<file path="src/rtl/ps2_kb_frontend_if.sv">
// PS/2 pins plus the FWFT pop port between the keyboard front end and its consumer.
// slave is the front end's view; master is the driving/consuming side.
interface ps2_kb_frontend_if;
    logic       ps2d;
    logic       ps2c;
    logic       rd_fifo;
    logic [8:0] rd_data;
    logic       fifo_empty;
    logic       frame_err;
    logic       overflow;

    modport slave (
        input  ps2d, ps2c, rd_fifo,
        output rd_data, fifo_empty, frame_err, overflow
    );

    modport master (
        output ps2d, ps2c, rd_fifo,
        input  rd_data, fifo_empty, frame_err, overflow
    );
endinterface

</file>
<file path="src/rtl/ps2_kb_frontend.sv">
// PS/2 keyboard receiver: sync, deglitch, deframe, drop break codes, queue {shift, make code}.
// Entry visible 1 cycle after rx_done; a full FIFO drops new make codes and pulses overflow.
module ps2_kb_frontend #(
    parameter int FIFO_ADDR_W = 2,
    parameter int FILTER_LEN  = 8,
    parameter int TIMEOUT_CYC = 50000
) (
    input  logic               clk,
    input  logic               rst_n,
    ps2_kb_frontend_if.slave   bus
);
    localparam int DEPTH = 1 << FIFO_ADDR_W;
    localparam int FLT_W = (FILTER_LEN > 1) ? $clog2(FILTER_LEN) : 1;
    localparam int TMO_W = $clog2(TIMEOUT_CYC + 1);
    localparam logic [FLT_W-1:0] FLT_LAST = FLT_W'(FILTER_LEN - 1);
    localparam logic [TMO_W-1:0] TMO_LAST = TMO_W'(TIMEOUT_CYC - 1);

    localparam logic [1:0] S_IDLE   = 2'd0;
    localparam logic [1:0] S_DATA   = 2'd1;
    localparam logic [1:0] S_PARITY = 2'd2;
    localparam logic [1:0] S_STOP   = 2'd3;

    logic             r_c_s1, r_c_s2, r_d_s1, r_d_s2;
    logic             r_c_flt, r_fall;
    logic [FLT_W-1:0] r_flt_cnt;

    always_ff @(posedge clk or negedge rst_n) begin
        if (!rst_n) begin
            r_c_s1 <= 1'b0;
            r_c_s2 <= 1'b0;
            r_d_s1 <= 1'b0;
            r_d_s2 <= 1'b0;
        end else begin
            r_c_s1 <= bus.ps2c;
            r_c_s2 <= r_c_s1;
            r_d_s1 <= bus.ps2d;
            r_d_s2 <= r_d_s1;
        end
    end

    // Counter tracks how long the synchronised clock has disagreed with the filtered one.
    always_ff @(posedge clk or negedge rst_n) begin
        if (!rst_n) begin
            r_c_flt   <= 1'b0;
            r_flt_cnt <= '0;
            r_fall    <= 1'b0;
        end else begin
            r_fall <= 1'b0;
            if (r_c_s2 == r_c_flt) begin
                r_flt_cnt <= '0;
            end else if (r_flt_cnt == FLT_LAST) begin
                r_c_flt   <= r_c_s2;
                r_flt_cnt <= '0;
                r_fall    <= ~r_c_s2;
            end else begin
                r_flt_cnt <= r_flt_cnt + 1'b1;
            end
        end
    end

    logic [1:0]       r_state;
    logic [2:0]       r_bitcnt;
    logic [7:0]       r_shreg;
    logic             r_par;
    logic [TMO_W-1:0] r_tmo;
    logic             r_rx_done;
    logic [7:0]       r_rx_byte;
    logic             r_frame_err;

    always_ff @(posedge clk or negedge rst_n) begin
        if (!rst_n) begin
            r_state     <= S_IDLE;
            r_bitcnt    <= '0;
            r_shreg     <= '0;
            r_par       <= 1'b0;
            r_tmo       <= '0;
            r_rx_done   <= 1'b0;
            r_rx_byte   <= '0;
            r_frame_err <= 1'b0;
        end else begin
            r_rx_done   <= 1'b0;
            r_frame_err <= 1'b0;
            if (r_state == S_IDLE || r_fall) r_tmo <= '0;
            else                             r_tmo <= r_tmo + 1'b1;

            if (r_state != S_IDLE && !r_fall && r_tmo == TMO_LAST) begin
                r_state <= S_IDLE;
            end else if (r_fall) begin
                case (r_state)
                    S_IDLE: begin
                        if (!r_d_s2) begin
                            r_state  <= S_DATA;
                            r_bitcnt <= '0;
                        end
                    end
                    S_DATA: begin
                        r_shreg  <= {r_d_s2, r_shreg[7:1]};
                        r_bitcnt <= r_bitcnt + 1'b1;
                        if (r_bitcnt == 3'd7) r_state <= S_PARITY;
                    end
                    S_PARITY: begin
                        r_par   <= r_d_s2;
                        r_state <= S_STOP;
                    end
                    default: begin
                        if (r_d_s2 && (^{r_shreg, r_par})) begin
                            r_rx_done <= 1'b1;
                            r_rx_byte <= r_shreg;
                        end else begin
                            r_frame_err <= 1'b1;
                        end
                        r_state <= S_IDLE;
                    end
                endcase
            end
        end
    end

    logic w_is_shift, w_is_f0, w_is_e0, w_push;
    logic r_brk, r_shift;

    assign w_is_shift = (r_rx_byte == 8'h12) || (r_rx_byte == 8'h59);
    assign w_is_f0    = (r_rx_byte == 8'hF0);
    assign w_is_e0    = (r_rx_byte == 8'hE0);
    assign w_push     = r_rx_done && !w_is_f0 && !w_is_e0 && !r_brk && !w_is_shift;

    // E0 prefixes fall through untouched so an extended make/break is handled by its last byte.
    always_ff @(posedge clk or negedge rst_n) begin
        if (!rst_n) begin
            r_brk   <= 1'b0;
            r_shift <= 1'b0;
        end else if (r_rx_done) begin
            if (w_is_f0) begin
                r_brk <= 1'b1;
            end else if (w_is_e0) begin
                r_brk <= r_brk;
            end else if (r_brk) begin
                if (w_is_shift) r_shift <= 1'b0;
                r_brk <= 1'b0;
            end else if (w_is_shift) begin
                r_shift <= 1'b1;
            end
        end
    end

    logic [8:0]             r_mem [DEPTH];
    logic [FIFO_ADDR_W:0]   r_wptr, r_rptr;
    logic                   r_ovf;
    logic                   w_empty, w_full, w_pop, w_wr;

    assign w_empty = (r_wptr == r_rptr);
    assign w_full  = (r_wptr[FIFO_ADDR_W] != r_rptr[FIFO_ADDR_W]) &&
                     (r_wptr[FIFO_ADDR_W-1:0] == r_rptr[FIFO_ADDR_W-1:0]);
    assign w_pop   = bus.rd_fifo && !w_empty;
    assign w_wr    = w_push && (!w_full || w_pop);

    always_ff @(posedge clk or negedge rst_n) begin
        if (!rst_n) begin
            for (int i = 0; i < DEPTH; i++) r_mem[i] <= '0;
            r_wptr <= '0;
            r_rptr <= '0;
            r_ovf  <= 1'b0;
        end else begin
            r_ovf <= w_push && w_full && !w_pop;
            if (w_wr) begin
                r_mem[r_wptr[FIFO_ADDR_W-1:0]] <= {r_shift, r_rx_byte};
                r_wptr <= r_wptr + 1'b1;
            end
            if (w_pop) r_rptr <= r_rptr + 1'b1;
        end
    end

    assign bus.rd_data    = r_mem[r_rptr[FIFO_ADDR_W-1:0]];
    assign bus.fifo_empty = w_empty;
    assign bus.frame_err  = r_frame_err;
    assign bus.overflow   = r_ovf;
endmodule

</file>
<file path="src/flat_wrapper.sv">
// flat-port wrapper written by rule: the top's interface ports become plain ports
module ps2_kb_frontend_flat 
#(
    parameter int FIFO_ADDR_W = 2,
    parameter int FILTER_LEN  = 8,
    parameter int TIMEOUT_CYC = 50000
)
  (clk, rst_n, bus_ps2d, bus_ps2c, bus_rd_fifo, bus_rd_data, bus_fifo_empty, bus_frame_err, bus_overflow);
  ps2_kb_frontend_if bus_i ();
  input  logic clk;
  input  logic rst_n;
  input wire logic [$bits(bus_i.ps2d)-1:0] bus_ps2d;
  input wire logic [$bits(bus_i.ps2c)-1:0] bus_ps2c;
  input wire logic [$bits(bus_i.rd_fifo)-1:0] bus_rd_fifo;
  output wire logic [$bits(bus_i.rd_data)-1:0] bus_rd_data;
  output wire logic [$bits(bus_i.fifo_empty)-1:0] bus_fifo_empty;
  output wire logic [$bits(bus_i.frame_err)-1:0] bus_frame_err;
  output wire logic [$bits(bus_i.overflow)-1:0] bus_overflow;
  assign bus_i.ps2d = bus_ps2d;
  assign bus_i.ps2c = bus_ps2c;
  assign bus_i.rd_fifo = bus_rd_fifo;
  assign bus_rd_data = bus_i.rd_data;
  assign bus_fifo_empty = bus_i.fifo_empty;
  assign bus_frame_err = bus_i.frame_err;
  assign bus_overflow = bus_i.overflow;
  ps2_kb_frontend #(.FIFO_ADDR_W(FIFO_ADDR_W), .FILTER_LEN(FILTER_LEN), .TIMEOUT_CYC(TIMEOUT_CYC)) u_core (.clk(clk), .rst_n(rst_n), .bus(bus_i));
endmodule
</file>
<file path="config.mk">
export PLATFORM = sky130hd
export DESIGN_NAME = ps2_kb_frontend_flat
export DESIGN_NICKNAME = d
export VERILOG_FILES = /design/src/rtl/ps2_kb_frontend_if.sv /design/src/rtl/ps2_kb_frontend.sv /design/src/flat_wrapper.sv
export SDC_FILE = /design/constraint.sdc
export NUM_CORES = 1
export LEC_CHECK = 0
export BUFFER_PORTS_ARGS = -buffer_cell sky130_fd_sc_hd__buf_4
export CAP_MARGIN = 5
export CORE_MARGIN = 2
export CORE_UTILIZATION = 30
export CTS_CLUSTER_DIAMETER = 80
export DETAILED_ROUTE_END_ITERATION = 16
export PLACE_DENSITY_LB_ADDON = 0.2
export SLEW_MARGIN = 20
export SYNTH_ARGS = -nofsm -noshare
export SYNTH_HDL_FRONTEND = slang
export SYNTH_SLANG_ARGS = --single-unit
</file>
<file path="constraint.sdc">
create_clock -name clk -period 2.6 [get_ports clk]
set_clock_uncertainty 0.15 [all_clocks]
set_input_delay 0.13 -clock clk [delete_from_list [all_inputs] [get_ports clk]]
set_output_delay 0.13 -clock clk [all_outputs]
set_load 0.02 [all_outputs]
</file>
==> key figures <==
Logic synthesis
  – Area leader, netlist: sky130_fd_sc_hd__dfrtp_1
  – Mux cell area share after synthesis: 20.7%
  – Main combinational cell family by area after synthesis: multiplexers
  – Area share of the leading cell type in the synthesized netlist: a little over half
  – Synth Net Count: 335
  – Area fraction in and, or, nand and nor cells after synthesis: 11.1%
  – Yosys cell types: 43
  – Cell count after synthesis: 315
  – Adder-cell area share of the yosys netlist: 4.25%
  – Sequential cell area fraction in the yosys report: a little over half
  – Avg Inst Size Synth: 14.0 um2
  – Post-synthesis share of cell area spent on xor and xnor gates: 6.01%
  – Post-synthesis register bit count: 94
  – Synth Warn #: 0
  – Largest cells by area after synthesis: sky130_fd_sc_hd__dfrtp_1, sky130_fd_sc_hd__mux2_2, sky130_fd_sc_hd__mux4_2, sky130_fd_sc_hd__ha_1, sky130_fd_sc_hd__xnor2_1
  – Total standard cell area after synthesis: 4410 um2
  – Synthesized-area fraction occupied by ao, oa, aoi and oai cells: 2.89%

Floorplan
  – Horiz. Die Dim: 125 um
  – Initial core utilization: a little under a third
  – I/O pin cnt: 17
  – Die ar.: around 16000 um2
  – Cell Rows: between 40 and 50
  – Core region area: 14500 um2
  – Die height: 125 um

Route
  – Post-DR vias/cell: 4.66
  – Antenna Nets Post-Route: 0
  – DRC Markers: 0
  – DR pass1 iterations: 4
  – Post-detailed-route wirelength per cell: 14.6 um
  – Vias post-DR: 2543
  – Total detailed-routing wirelength: 8000 um
  – Count of routing violations after the opening detailed-route iteration: 84

Pwr
  – Clock Power Share: between 40% and 50%
  – Pwr Total: 3.39 mW
  – Logic pwr share: 7.7%
  – Share of power burned in registers: 46.9%
  – Net Switching: around 0.76 mW
  – Power Internal: 2.63 mW
  – IR drop worst, VDD: 0.275 mV
  – Switching share of power: 22.3%
  – Static power due to leakage: between 2 and 2.5 nW
  – Total power divided by cell area: 643 nW/um2

Clock network
  – Buffer count from post-CTS setup fixing: 0
  – Max clock buf depth: 2
  – CTS tree: built
  – Clock Latency Late Sink: 0.34 ns
  – Clock transition at path regs: 0.07 ns
  – Number of buffers added by the clock tree synthesis step: 9
  – Clk root buf: sky130_fd_sc_hd__clkbuf_16
  – Hold-fix buffers, CTS: 4
  – Post_cts resized: 0
  – Number of H-tree levels: 3
  – Clk sinks: 94

Critical path
  – Worst endpoint data arrival time: 2.47 ns
  – Slack of the worst reg-to-reg path: between 0.2 and 0.25 ns
  – Cell chain of the critical path: xnor2_1 -> nor4bb_2 -> nor4b_2 -> buf_4 -> mux2_4
  – Crit path buffers/inverters: 1
  – Worst path required time: about 2.7 ns
  – Type of element launching the critical path: register
  – Highest-delay cell along the critical path: sky130_fd_sc_hd__nor4b_2
  – Type of the setup path with the least slack: register to register
  – Maximum net fanout on the critical path: 6
  – Critical Path End Type: register
  – Reg2Reg Launch Point: u_core.r_wptr[1]
  – Top Family by Delay on Critical Path: simple AND/OR/NAND/NOR gates
  – Worst-case reg-to-reg path depth: 5
  – Capture point of the worst reg-to-reg path: u_core.r_mem[3]
  – CP max stage delay: 0.72 ns

Place
  – Placed cell count: 526
  – Routability congestion estimate from global placement: approximately 0.71
  – Pre-CTS setup slack: 0.172 ns
  – Number of buffer cells added on primary ports: 16
  – Detailed placer's ending HPWL: 5420 um
  – Area of placed instances: 4880 um2

Final layout
  – Cell area after layout: 5270 um2
  – Ratio of cells with drive above 1 in the final layout: 34.3%
  – Fill cell total of the finished layout: ~1400
  – Most common cell after layout, fill and taps aside: sky130_fd_sc_hd__dfrtp_1
  – Leading cell types in the layout, fill and taps excluded: sky130_fd_sc_hd__dfrtp_1, sky130_fd_sc_hd__mux2_2, sky130_fd_sc_hd__buf_4
  – Count of inserted antenna diode cells: 0
  – Non-Filler Instances: approximately 550
  – Area overhead of the layout relative to synthesis: 19.5%
  – Layout Utilization: 36.4%
  – Count of nets after finishing: between 300 and 400

Global route
  – Overall overflow remaining after global route: 0
  – All-layer global routing usage: 11.3%
  – Largest net degree at the start of global routing: between 40 and 50
  – Initial antenna violation count: 0
  – Number of global-route vias before repair: 2690
  – Wire length of the first global-routing pass: 14200 um

Timing
  – Setup_tns: 0 ns
  – Post-route fraction of the period consumed by the critical path: 92.0%
  – Hold slack final: 0.176 ns
  – Fin worst setup slack: about 0.21 ns
  – Rel. slew slack: 47.6%
  – Total count of max-transition violations in the final report: 0
  – RSZ-0062 raised after global routing: no
  – Count of endpoints failing hold in the final timing report: 0
  – Top achievable clock speed: 418 MHz
  – Number of setup violations in the final report: 0
  – Time the worst path needs with I/O delays and setup: roughly 2.4 ns
  – Transition time at the pin with the least slew margin: 0.784 ns

Worst hold path
  – Path class of the lowest-slack min-delay path: primary input to asynchronous set/reset pin

Status
  – Outcome: finished clean

Flow run
  – Max-cap violations: 0
-- synth_stat cells, drive strengths merged --
cell type and number:
or2 2, nand2b 1, and3 1, buf 3, ha 15, xnor2 20, nor3b 2, nand4 4
nand4b 2, nor2 19, mux2i 1, inv 11, and3b 1, mux2 58, and2 2, nor4 4
o311ai 1, nor4b 4, xor3 1, a22o 2, or3b 1, nand2 10, nor3 5, nor2b 1
mux4 9, o21ai 1, or3 2, nand3 11, nor4bb 3, xor2 5, dfrtp 94, clkbuf 4
a21oi 6, or4b 3, xnor3 1, o211ai 5
-- cell type report --
type                    count  area [um2]  area share [%]
flip-flops and latches     94        2350            44.6
multi-input cells         203        1990            37.8
repair buffers             38         308            5.84
clock buffers              13         260            4.94
well taps                 184         230            4.37
clock inverters             3        90.1            1.71
inverters                  11        41.3           0.783
-- per-layer routing --
metal / global-route usage [%] / share of wire, %
met1: 15.2 / 48
met2: 18.2 / 48
met3: 3.04 / 2.6
met4: 2.94 / 1.2
met5: 0 / 0
-- worst max-delay path by stage --
stage                        start               to  slack (ns)  cells past startpoint
2_1_floorplan  u_core.r_rx_byte[6]  u_core.r_mem[0]        0.47                      5
3_3_place_gp      u_core.r_wptr[1]  u_core.r_mem[5]        0.23                      5
3_5_place_dp      u_core.r_wptr[0]  u_core.r_mem[5]        0.17                      5
4_1_cts           u_core.r_wptr[1]  u_core.r_mem[5]        0.16                      5
5_1_grt           u_core.r_wptr[1]  u_core.r_mem[5]        0.06                      5
6_report          u_core.r_wptr[1]  u_core.r_mem[3]        0.21                      5
-- registers in the layout, summed over array words and instances, names as in the netlist --
signal / count
u_core.bus.frame_err: 1
u_core.bus.overflow: 1
u_core.r_bitcnt: 3
u_core.r_brk: 1
u_core.r_c_flt: 1
u_core.r_c_s1: 1
u_core.r_c_s2: 1
u_core.r_d_s1: 1
u_core.r_d_s2: 1
u_core.r_fall: 1
u_core.r_flt_cnt: 3
u_core.r_mem: 36
u_core.r_par: 1
u_core.r_rptr: 3
u_core.r_rx_byte: 8
u_core.r_rx_done: 1
u_core.r_shift: 1
u_core.r_shreg: 8
u_core.r_state: 2
u_core.r_tmo: 16
u_core.r_wptr: 3
-- kinds of logic after synthesis --
family | Yosys count
compound gates | 15
xor+xnor | 27
fa+ha+maj | 15
buf+inv | 18
flops | 94
mux | 68
simple gates | 78
-- power groups by stage --
stage,registers (mW),clock network (mW),logic [mW]
detailed placement,1.62,0,0.268
CTS,1.59,1.58,0.272
global placement,1.62,0,0.262
floorplan,1.60,0,0.191
finish,1.59,1.54,0.262
global route,1.60,1.65,0.316
-- worst reg2reg max path, stage by stage (launching register included) --
cell                       delay, ns
sky130_fd_sc_hd__dfrtp_1        0.43
sky130_fd_sc_hd__xnor2_1        0.16
sky130_fd_sc_hd__nor4bb_2       0.19
sky130_fd_sc_hd__nor4b_2        0.73
sky130_fd_sc_hd__buf_4          0.31
sky130_fd_sc_hd__mux2_4         0.31
No activity file was read; power rests on OpenSTA's default activity.
